--- src/rtl/keypad_pkg.sv ---
// keypad_pkg: shared state codes, digit sizing and BCD helper for the keypad controller
package keypad_pkg;
  localparam int NDIG_DEF = 4;
  localparam int BCD_W = 4;
  typedef enum logic [2:0] {
    IDLE  = 3'd0,
    ENTRY = 3'd1,
    LOAD  = 3'd2,
    COOK  = 3'd3,
    PAUSE = 3'd4,
    DONE  = 3'd5
  } state_t;
  function automatic logic is_bcd(input logic [BCD_W-1:0] v);
    return v <= BCD_W'(9);
  endfunction
endpackage

--- src/rtl/keypad_ctrl_if.sv ---
// keypad_ctrl_if: encoder, button, door/timer and status signals of the keypad controller
interface keypad_ctrl_if
  import keypad_pkg::*;
#(
  parameter int NDIG = NDIG_DEF
);
  logic [BCD_W-1:0] D;
  logic loadn;
  logic startn;
  logic stopn;
  logic door_closed;
  logic zero;
  logic enbn;
  logic [BCD_W*NDIG-1:0] digits;
  logic timer_loadn;
  logic timer_en;
  logic mag_on;
  logic done;
  logic [2:0] state;
  modport ctrl (
    input  D, loadn, startn, stopn, door_closed, zero,
    output enbn, digits, timer_loadn, timer_en, mag_on, done, state
  );
  modport env (
    output D, loadn, startn, stopn, door_closed, zero,
    input  enbn, digits, timer_loadn, timer_en, mag_on, done, state
  );
endinterface

--- src/rtl/neg_edge_det.sv ---
// neg_edge_det: one-cycle event on a 1->0 transition of an active-low strobe
module neg_edge_det (
  input  logic clk,
  input  logic rst_n,
  input  logic sig,
  output logic pulse
);
  logic q;
  logic armed;
  // armed stays low for the first edge after reset so a strobe already low at release is ignored
  always_ff @(posedge clk or negedge rst_n) begin
    if (!rst_n) begin
      q <= 1'b1;
      armed <= 1'b0;
    end else begin
      q <= sig;
      armed <= 1'b1;
    end
  end
  assign pulse = armed & q & ~sig;
endmodule

--- src/rtl/keypad_ctrl.sv ---
// keypad_ctrl: microwave keypad front end -- BCD time entry, start/stop/pause and cook sequencing
module keypad_ctrl
  import keypad_pkg::*;
#(
  parameter int NDIG = NDIG_DEF
) (
  input logic clk,
  input logic clearn,
  keypad_ctrl_if.ctrl bus
);
  state_t cur, nxt;
  logic [BCD_W*NDIG-1:0] dig, dig_n;
  logic ev_load, ev_start, ev_stop, entry_en, take;
  neg_edge_det u_load  (.clk(clk), .rst_n(clearn), .sig(bus.loadn),  .pulse(ev_load));
  neg_edge_det u_start (.clk(clk), .rst_n(clearn), .sig(bus.startn), .pulse(ev_start));
  neg_edge_det u_stop  (.clk(clk), .rst_n(clearn), .sig(bus.stopn),  .pulse(ev_stop));
  assign entry_en = cur == IDLE || cur == ENTRY;
  assign take = ev_load && entry_en && is_bcd(bus.D);
  always_ff @(posedge clk or negedge clearn) begin
    if (!clearn) begin
      cur <= IDLE;
      dig <= '0;
    end else begin
      cur <= nxt;
      dig <= dig_n;
    end
  end
  always_comb begin
    nxt = IDLE;
    case (cur)
      IDLE:  nxt = take ? ENTRY : IDLE;
      ENTRY: nxt = ev_stop ? IDLE : (ev_start && bus.door_closed && dig != '0) ? LOAD : ENTRY;
      LOAD:  nxt = COOK;
      COOK:  nxt = bus.zero ? DONE : (ev_stop || !bus.door_closed) ? PAUSE : COOK;
      PAUSE: nxt = ev_stop ? IDLE : (ev_start && bus.door_closed) ? COOK : PAUSE;
      DONE:  nxt = (ev_stop || !bus.door_closed) ? IDLE : DONE;
      default: nxt = IDLE;
    endcase
    // every arrival in IDLE wipes the entered time; otherwise shift the new digit in at the LSD
    dig_n = nxt == IDLE ? '0 : take ? {dig[BCD_W*(NDIG-1)-1:0], bus.D} : dig;
  end
  assign bus.enbn = !entry_en;
  assign bus.digits = dig;
  assign bus.timer_loadn = cur != LOAD;
  assign bus.timer_en = cur == COOK;
  assign bus.mag_on = cur == COOK;
  assign bus.done = cur == DONE;
  assign bus.state = cur;
endmodule

--- src/flat_wrapper.sv ---
// flat-port wrapper written by rule: the top's interface ports become plain ports
module keypad_ctrl_flat import keypad_pkg::*;
#(
  parameter int NDIG = NDIG_DEF
)
  (clk, clearn, bus_D, bus_loadn, bus_startn, bus_stopn, bus_door_closed, bus_zero, bus_enbn, bus_digits, bus_timer_loadn, bus_timer_en, bus_mag_on, bus_done, bus_state);
  keypad_ctrl_if #(.NDIG(NDIG)) bus_i ();
  input logic clk;
  input logic clearn;
  input wire logic [$bits(bus_i.D)-1:0] bus_D;
  input wire logic [$bits(bus_i.loadn)-1:0] bus_loadn;
  input wire logic [$bits(bus_i.startn)-1:0] bus_startn;
  input wire logic [$bits(bus_i.stopn)-1:0] bus_stopn;
  input wire logic [$bits(bus_i.door_closed)-1:0] bus_door_closed;
  input wire logic [$bits(bus_i.zero)-1:0] bus_zero;
  output wire logic [$bits(bus_i.enbn)-1:0] bus_enbn;
  output wire logic [$bits(bus_i.digits)-1:0] bus_digits;
  output wire logic [$bits(bus_i.timer_loadn)-1:0] bus_timer_loadn;
  output wire logic [$bits(bus_i.timer_en)-1:0] bus_timer_en;
  output wire logic [$bits(bus_i.mag_on)-1:0] bus_mag_on;
  output wire logic [$bits(bus_i.done)-1:0] bus_done;
  output wire logic [$bits(bus_i.state)-1:0] bus_state;
  assign bus_i.D = bus_D;
  assign bus_i.loadn = bus_loadn;
  assign bus_i.startn = bus_startn;
  assign bus_i.stopn = bus_stopn;
  assign bus_i.door_closed = bus_door_closed;
  assign bus_i.zero = bus_zero;
  assign bus_enbn = bus_i.enbn;
  assign bus_digits = bus_i.digits;
  assign bus_timer_loadn = bus_i.timer_loadn;
  assign bus_timer_en = bus_i.timer_en;
  assign bus_mag_on = bus_i.mag_on;
  assign bus_done = bus_i.done;
  assign bus_state = bus_i.state;
  keypad_ctrl #(.NDIG(NDIG)) u_core (.clk(clk), .clearn(clearn), .bus(bus_i));
endmodule
--- config.mk ---
export PLATFORM = sky130hd
export DESIGN_NAME = keypad_ctrl_flat
export DESIGN_NICKNAME = d
export VERILOG_FILES = /design/src/rtl/keypad_pkg.sv /design/src/rtl/keypad_ctrl_if.sv /design/src/rtl/neg_edge_det.sv /design/src/rtl/keypad_ctrl.sv /design/src/flat_wrapper.sv
export SDC_FILE = /design/constraint.sdc
export NUM_CORES = 1
export LEC_CHECK = 0
export ABC_AREA = 1
export BUFFER_PORTS_ARGS = -buffer_cell sky130_fd_sc_hd__buf_2
export CAP_MARGIN = 20
export CELL_PAD_IN_SITES_DETAIL_PLACEMENT = 1
export CELL_PAD_IN_SITES_GLOBAL_PLACEMENT = 1
export CORE_MARGIN = 3
export CORE_UTILIZATION = 28
export DETAILED_ROUTE_END_ITERATION = 6
export GPL_TIMING_DRIVEN = 0
export PLACE_DENSITY = 0.7
export SLEW_MARGIN = 10
export SYNTH_ARGS = -nofsm -noshare
export SYNTH_HDL_FRONTEND = slang
export SYNTH_SLANG_ARGS = --single-unit
--- constraint.sdc ---
create_clock -name clk -period 2.2 [get_ports clk]
set_input_delay 0.55 -clock clk [delete_from_list [all_inputs] [get_ports clk]]
set_output_delay 0.55 -clock clk [all_outputs]
set_load 0.05 [all_outputs]
After elaboration in Yosys (flattened, before gate mapping)
Cells that the tools add are included.
Storage, ports and cells
  output and inout bits: 24
  input port bits: 11
  word-level logic and storage cells: 45
  flip-flop bits (word level): 23
Cells by class
  magnitude comparators: 1
  bitwise operators: 9
  reductions and logical operators: 12
  equal/unequal tests: 6
  multiplexer cells: 11
Operators by type and width (count)
  two-way mux 16 bit: 2
  two-way mux 3 bit: 6
  one-hot mux 3 bit (6 select lines): 1
  nonzero test 16 bit: 1
  AND 1 bit: 6
  == test 3 x 2 -> 1 bit, second input constant: 2
  == test 3 bit, second input constant: 2
  logical NOT 3 bit: 2
  <= comparator 4 bit, second input constant: 1
  logical AND 1 bit: 4
  == test 3 x 1 -> 1 bit, second input constant: 1
  != test 3 x 2 -> 1 bit, second input constant: 1
  inverter 1 bit: 3
  logical NOT 1 bit: 2
  logical OR 1 bit: 2
  two-way mux 2 bit: 1
  nonzero test 2 bit: 1
  two-way mux 1 bit: 1

Longest topological paths before layout
Gate-level depths: netlist of the first run.
  depth in word-level cells: 9
  gate-level depth with buffers: 10
  gate-level depth less buffers: 9

Modules after synthesis
A second synthesis of the first run with hierarchy kept.
Unflattened totals
  cell total of the unflattened synthesis: 176
  area total of the unflattened synthesis: 1348.8 sq um
Modules (own cells, without submodules)
  keypad_ctrl: cells each 161, sequential area each 475.5 sq um, instances 1, area an instance 1153.6 sq um
  neg_edge_det: cells each 5, sequential area each 51.3 sq um, instances 3, area an instance 65.1 sq um

Worst setup path before layout of the first run
No wires, ideal clock.
  path kind: reg2out
  start: register u_core.cur[0] (netlist: u_core.bus.state[0])
  end: output bus_done
  arrival time: 1.932 ns
  required time: 1.650 ns
  slack: -0.282 ns
  buffers on the path: 0
  cell stages (with the launch flop): 3
  path through: dfrtp_1 inv_1 nor3_1
Between the ends
  longest elaborated chain between the ends: 1
Ends and longest elaborated chain
  start, declared: line keypad_ctrl.sv:11  | state_t cur, nxt;
  start signal, assigned: line keypad_ctrl.sv:24  | cur <= nxt;
  == test 3 bit: line keypad_ctrl.sv:47  | assign bus.done = cur == DONE;
  end, declared: line flat_wrapper.sv:21  | output wire logic [$bits(bus_i.done)-1:0] bus_done;
No other way between the ends.

Final worst setup path of the first run
  start: register u_core.cur[2] (netlist: u_core.bus.state[2])
  end: output bus_timer_en
Between the ends
  longest elaborated chain between the ends: 1
Ends and longest elaborated chain
  == test 3 x 2 -> 1 bit: line keypad_ctrl.sv:45  | assign bus.timer_en = cur == COOK;
  end, declared: line flat_wrapper.sv:19  | output wire logic [$bits(bus_i.timer_en)-1:0] bus_timer_en;
No other way between the ends.

==> results.yml, run 1 <==
grt:
  grt_max_degree: 24
  antenna_found_initial: 0
  grt_overflow_total: 0
  grt_pass1_vias: 1146
  grt_pass1_wl_um: 5240
  grt_usage_pct: 13.1
yosys:
  seq_area_frac_synth_pct: 47.2
  ys_ff_latch: 23
  postSynthCellCount: 173
  yosys-top-cells-area: "dfrtp_1, inv_1, nand2_1"
  async_reset_ff_share_pct: 100
  avgSynthCellArea_um2: 7.09
  ys.warnings.count: 0
  syn_nets: 184
  synth.top_cell.area_share_pct: 40.8
  yosysMostFrequentCell: "inv_1"
  yosysTopAreaCell: "dfrtp_1"
  ys.flop_type: "dfrtp_1"
  synthTopCellsByCount: "inv_1, nand2_1, nor2_1, dfrtp_1, o21ai_0"
  synth_edf_count: 0
  netlist_area_um2: 1230
  yosysUniqueCellTypes: 17
cts:
  cts.clk_slew.worst_paths_ps: 90
  clock_path_buffers: 2
  clockRootBuffer: "clkbuf_8"
  post_cts_buffers: 0
  holdBufCountCts: 0
  cts-resized-gates: 0
  cts_htree_levels: 1
  cts_sinks: 23
  clock_latency_ps: 260
  cts_tree: "yes"
  cts_made_buffers: 3
routing:
  num_vias: 1162
  avgRoutedWirePerCell_um: 11.8
  drc: 0
  viasPerCell: 4.45
  drt_wl_total_um: 3090
  drtIter0Drc: 25
  first_pass_iters: 4
  ant_nets: 0
sta:
  setup_tns_ps: 0
  hold_violations: 0
  fin_crit_sh_pct: 88.1
  worst_pin_slew_ps: 522
  clock_skew_ps: 6.65
  finalSetupViolations: 0
  relSlewSlack_pct: 65.2
  fmax_mhz: 516
  drv_slew: 0
  holdWs_ps: 248
  rsz0062_at_grt: "no"
  layout_min_cycle_time_ps: 1940
floorplan:
  ios: 35
  core_um2: 4120
  dieArea_um2: 5210
  dieHeight_um: 72.2
  die_w_um: 72.2
  initial_utilization_pct: 29.8
  rows: 23
setup_path:
  rrSetupSlack_ps: 520
  startpoint_type: "flip-flop"
  crit_required_ps: 1650
  critPathCaptureType: "output port"
  crit_path_max_fanout: 4
  critPathMostFrequentCell: "inv_1"
  arrival_ps: 1390
  path_delay_family: "buffers and inverters"
  worstSetupPathType: "reg -> out"
  cpPeakStageDelay_ps: 430
  critPathBufInv: 4
  crit_path_top_delay_cell: "dfrtp_1"
  cp_cell_sequence: "inv_1 -> nand3_2 -> inv_1 -> buf_4 -> buf_2"
final_layout:
  syn2layout_area_growth_pct: 23.1
  nFillCells: 549
  post-route-util_pct: 36.7
  multi_input_area_um2: 469
  nets: 223
  seq_area_um2: 579
  diodes: 0
  drive_gt1_share_pct: 23.7
power:
  powerDensity_nw_per_um2: 726
  p_leak_nw: 0.804
  ir_drop_uv: 208
flow_run:
  cap_violations: 0
place:
  dpl.hpwl_um: 2410
  gp_congestion: 0.705
  io_buffers: 34
min_path:
  hp-class: "in -> async"
status:
  status: "finished clean"
-- cell usage in the layout, fill, tap and decap left out, drive strengths merged --
cell / netlist / layout
buf: 2 / 36
clkbuf: 3 / 6
clkinv: 0 / 1
conb: 1 / 1
dfrtp: 20 / 20
dfstp: 3 / 3
inv: 41 / 41
nand2: 35 / 35
nand3: 10 / 10
nand4: 2 / 2
nor2: 36 / 36
nor2b: 1 / 1
nor3: 2 / 2
o21ai: 17 / 17
-- logic make-up after synthesis --
family	after synthesis	synth area share, %
AND/OR/NAND/NOR	86	30.6
buffers and inverters	46	15.0
AO/OA/AOI/OAI	17	6.93
flip-flops	23	47.2
other	1	0.306
-- path summary, 6_finish.rpt --
path | from | to | depth (start not counted)
setup / recovery | u_core.bus.state[2]$_DFF_PN0_ | bus_timer_en | 5
hold / removal | clearn | u_core.bus.digits[8]$_DFFE_PN0P_ | 1
setup reg to reg | u_core.u_stop.q$_DFF_PN1_ | u_core.bus.digits[1]$_DFFE_PN0P_ | 8
hold reg to reg | u_core.bus.digits[14]$_DFFE_PN0P_ | u_core.bus.digits[14]$_DFFE_PN0P_ | 4
max in group asynchronous | clearn | u_core.u_load.q$_DFF_PN1_ | 1
min in group clk | bus_stopn | u_core.u_stop.q$_DFF_PN1_ | 1
-- stage by stage --
step	power (mW)	std cells	worst slack, ps	instance area (µm²)
finish	1.10	261	261	1510
global route	1.16	261	158	1510
CTS	1.12	261	233	1510
detailed placement	0.849	257	298	1470
global placement	0.842	257	324	1470
floorplan	0.740	173	46.2	1230
-- worst register-to-register path, cell delays in order (launching register included) --
cell and delay [ps]:
dfstp_2 530, nand3_2 130, nand3_1 140, nor2_1 50, nor2_1 140, nand3_1 140
nor2_4 230, buf_6 180, nor2_1 50
-- final cells by class --
| type | instances | area share [%] |
|---|---|---|
| Tap cell | 50 | 4.14 |
| Sequential cell | 23 | 38.3 |
| Clock inverter | 1 | 0.331 |
| Buffer | 5 | 1.99 |
| Inverter | 41 | 10.2 |
| Multi-Input combinational cell | 104 | 31.0 |
| Clock buffer | 3 | 2.73 |
| Timing Repair Buffer | 34 | 11.3 |
-- per-layer routing --
| metal | global-route usage, % | part of all wire [%] |
|---|---|---|
| met3 | 1.66 | 3.5 |
| met4 | 5.64 | 1.3 |
| met2 | 22.3 | 48 |
| met5 | 0 | 0 |
| met1 | 16.5 | 47 |
-- power by group --
| group | leakage (nW) | switching [mW] | total (mW) | internal, mW |
|---|---|---|---|---|
| registers | 0.307 | 0.0303 | 0.475 | 0.445 |
| logic | 0.471 | 0.259 | 0.354 | 0.0952 |
| clock network | 0.0255 | 0.142 | 0.268 | 0.126 |
| total | 0.804 | 0.431 | 1.10 | 0.667 |
-- sequential cells by signal (all words and copies together) (netlist names) --
register / cells
u_core.bus.digits: 16
u_core.u_load.q: 1
u_core.u_load.armed: 1
u_core.u_stop.q: 1
u_core.u_start.q: 1
u_core.bus.state: 3
No activity file was read; power rests on OpenSTA's default activity.
==> run 2: changes to the inputs <==
- ABC_AREA: 1 -> default
- PLACE_DENSITY: 0.7 -> 0.65
==> run 2 against run 1 <==
  * Combinational power is 69% higher
  * Global-route usage is 0.062 points lower
  * Worst setup slack lost 130 ps
  * Clock power about the same
  * Synthesized cell count is 41% lower
  * Critical path depth fell by 1
  * Largest cell class is now multi-input gates
==> results.yml, run 2 <==
cts:
  clockRootBuffer: "clkbuf_8"
  cts.clk_slew.worst_paths_ps: 80
  cts_made_buffers: 3
  clock_path_buffers: 2
  post_cts_buffers: 0
  clock_latency_ps: 270
  cts_htree_levels: 1
  cts_tree: "yes"
  cts_sinks: 23
yosys:
  ys.warnings.count: 0
  yosysTopAreaCell: "dfrtp_1"
  ys_ff_latch: 23
  netlist_area_um2: 1200
  yosysMostFrequentCell: "dfrtp_1"
  yosys-top-cells-area: "dfrtp_1, mux2i_1, a21oi_2"
  synth.top_cell.area_share_pct: 41.8
  avgSynthCellArea_um2: 11.7
  seq_area_frac_synth_pct: 48.4
  syn_nets: 113
  ys.flop_type: "dfrtp_1"
  async_reset_ff_share_pct: 100
  synthTopCellsByCount: "dfrtp_1, mux2i_1, a21oi_2, a21oi_1, nor4_1"
  postSynthCellCount: 102
  synth_edf_count: 0
  yosysUniqueCellTypes: 36
sta:
  setup_tns_ps: 0
  fin_crit_sh_pct: 94.2
  fmax_mhz: 483
  drv_slew: 0
  relSlewSlack_pct: 64.4
  fin_ws_ps: 128
  clock_skew_ps: 1.30
  worst_pin_slew_ps: 534
  layout_min_cycle_time_ps: 2070
  rsz0062_at_grt: "no"
  finalSetupViolations: 0
  holdWs_ps: 252
  hold_violations: 0
power:
  powerDensity_nw_per_um2: 914
  ir_drop_uv: 320
  p_leak_nw: 0.799
grt:
  antenna_found_initial: 0
  grt_usage_pct: 13.0
  grt_overflow_total: 0
  grt_max_degree: 24
  grt_pass1_vias: 1003
  grt_pass1_wl_um: 5140
routing:
  first_pass_iters: 4
  drtIter0Drc: 22
  ant_nets: 0
  viasPerCell: 4.98
  drc: 0
  avgRoutedWirePerCell_um: 16.5
  num_vias: 946
  drt_wl_total_um: 3130
setup_path:
  cp_cell_sequence: "clkbuf_1 -> and2_2 -> buf_4 -> buf_2"
  crit_path_max_fanout: 10
  path_delay_family: "buffers and inverters"
  crit_path_top_delay_cell: "dfrtp_1"
  critPathCaptureType: "output port"
  cpPeakStageDelay_ps: 350
  startpoint_type: "flip-flop"
  worstSetupPathType: "reg -> out"
  critPathBufInv: 3
  arrival_ps: 1520
  crit_required_ps: 1650
floorplan:
  ios: 35
  rows: 23
  dieHeight_um: 71.4
  initial_utilization_pct: 29.5
  dieArea_um2: 5100
  core_um2: 4060
  die_w_um: 71.4
status:
  status: "finished clean"
place:
  io_buffers: 34
  pre_cts_ws_ps: 229
  gp_congestion: 0.794
  place_area_um2: 1430
  dpl.hpwl_um: 2400
flow_run:
  cap_violations: 0
final_layout:
  drive_gt1_share_pct: 44.3
  fin_area_um2: 1490
  layout_commonest_cell: "buf_2"
  largest_reg_flops: 16
  diodes: 0
  final_cell_mix: "buf_2, dfrtp_1, mux2i_1, a21oi_2, a21oi_1"
  nets: 152
  seq_area_um2: 581
  multi_input_area_um2: 588
  syn2layout_area_growth_pct: 24.0
  nFillCells: 464
min_path:
  hp-class: "in -> async"
run 2: final cells by class:
type,count,share of cell area [%]
Buffer,5,2.36
Clock buffer,4,3.03
Timing Repair Buffer,34,11.5
Tap cell,50,4.21
Multi-Input combinational cell,73,39.6
Inverter,1,0.253
Sequential cell,23,39.1
run 2: metrics by stage:
stage | util (%) | power, mW | instances
2_1_floorplan | - | 0.952 | 102
3_3_place_gp | 35.3 | 1.08 | 186
3_5_place_dp | 35.3 | 1.10 | 186
4_1_cts | 36.5 | 1.37 | 190
5_1_grt | 36.6 | 1.44 | 190
6_report | 36.6 | 1.36 | 190
run 2: kinds of logic (layout without fill, tap and decap cells):
group / after synthesis / count (layout) / synth area share [%]
compound gates: 28 / 28 / 18.2
buf+inv: 6 / 44 / 3.24
flops: 23 / 23 / 48.4
mux: 17 / 17 / 14.2
other cells: 1 / 1 / 0.313
simple gates: 27 / 27 / 15.7
run 2: worst paths after layout:
kind	cells past startpoint	end	slack (ps)	from
setup / recovery	4	bus_timer_en	130	u_core.bus.state[0]$_DFF_PN0_
hold / removal	1	u_core.bus.digits[13]$_DFFE_PN0P_	250	clearn
setup reg to reg	5	u_core.bus.digits[9]$_DFFE_PN0P_	460	u_core.u_load.q$_DFF_PN1_
hold reg to reg	2	u_core.bus.digits[12]$_DFFE_PN0P_	590	u_core.bus.digits[12]$_DFFE_PN0P_
max in group asynchronous	1	u_core.bus.state[1]$_DFF_PN0_	1560	clearn
min in group clk	1	u_core.u_load.q$_DFF_PN1_	390	bus_loadn
run 2: power by group:
part	leakage (nW)	internal, mW	total [mW]	switching, mW
logic	0.472	0.179	0.599	0.420
clock network	0.0228	0.130	0.268	0.138
registers	0.305	0.455	0.492	0.0370
run 2: worst reg2reg max path: cells and delay by family (launching register included):
family                 cells  cell delay, ps
DFF                        1             510
buffers and inverters      1             340
and+or+nand+nor            2             490
muxes                      1             220
AOI/OAI and AO/OA          1              50
run 2: per-layer routing:
layer	up-vias	global-route usage (%)	wire length, µm
met3	6	3.09	166
met5	-	0	0
li1	454	-	-
met2	27	20.7	1480
met4	0	6.05	74
met1	459	16.7	1420
run 2: what timing repair did:
item                                    CTS  global route
hold buffers                              0             0
endpoints found under the setup margin    1             1
resized for setup                         1             1
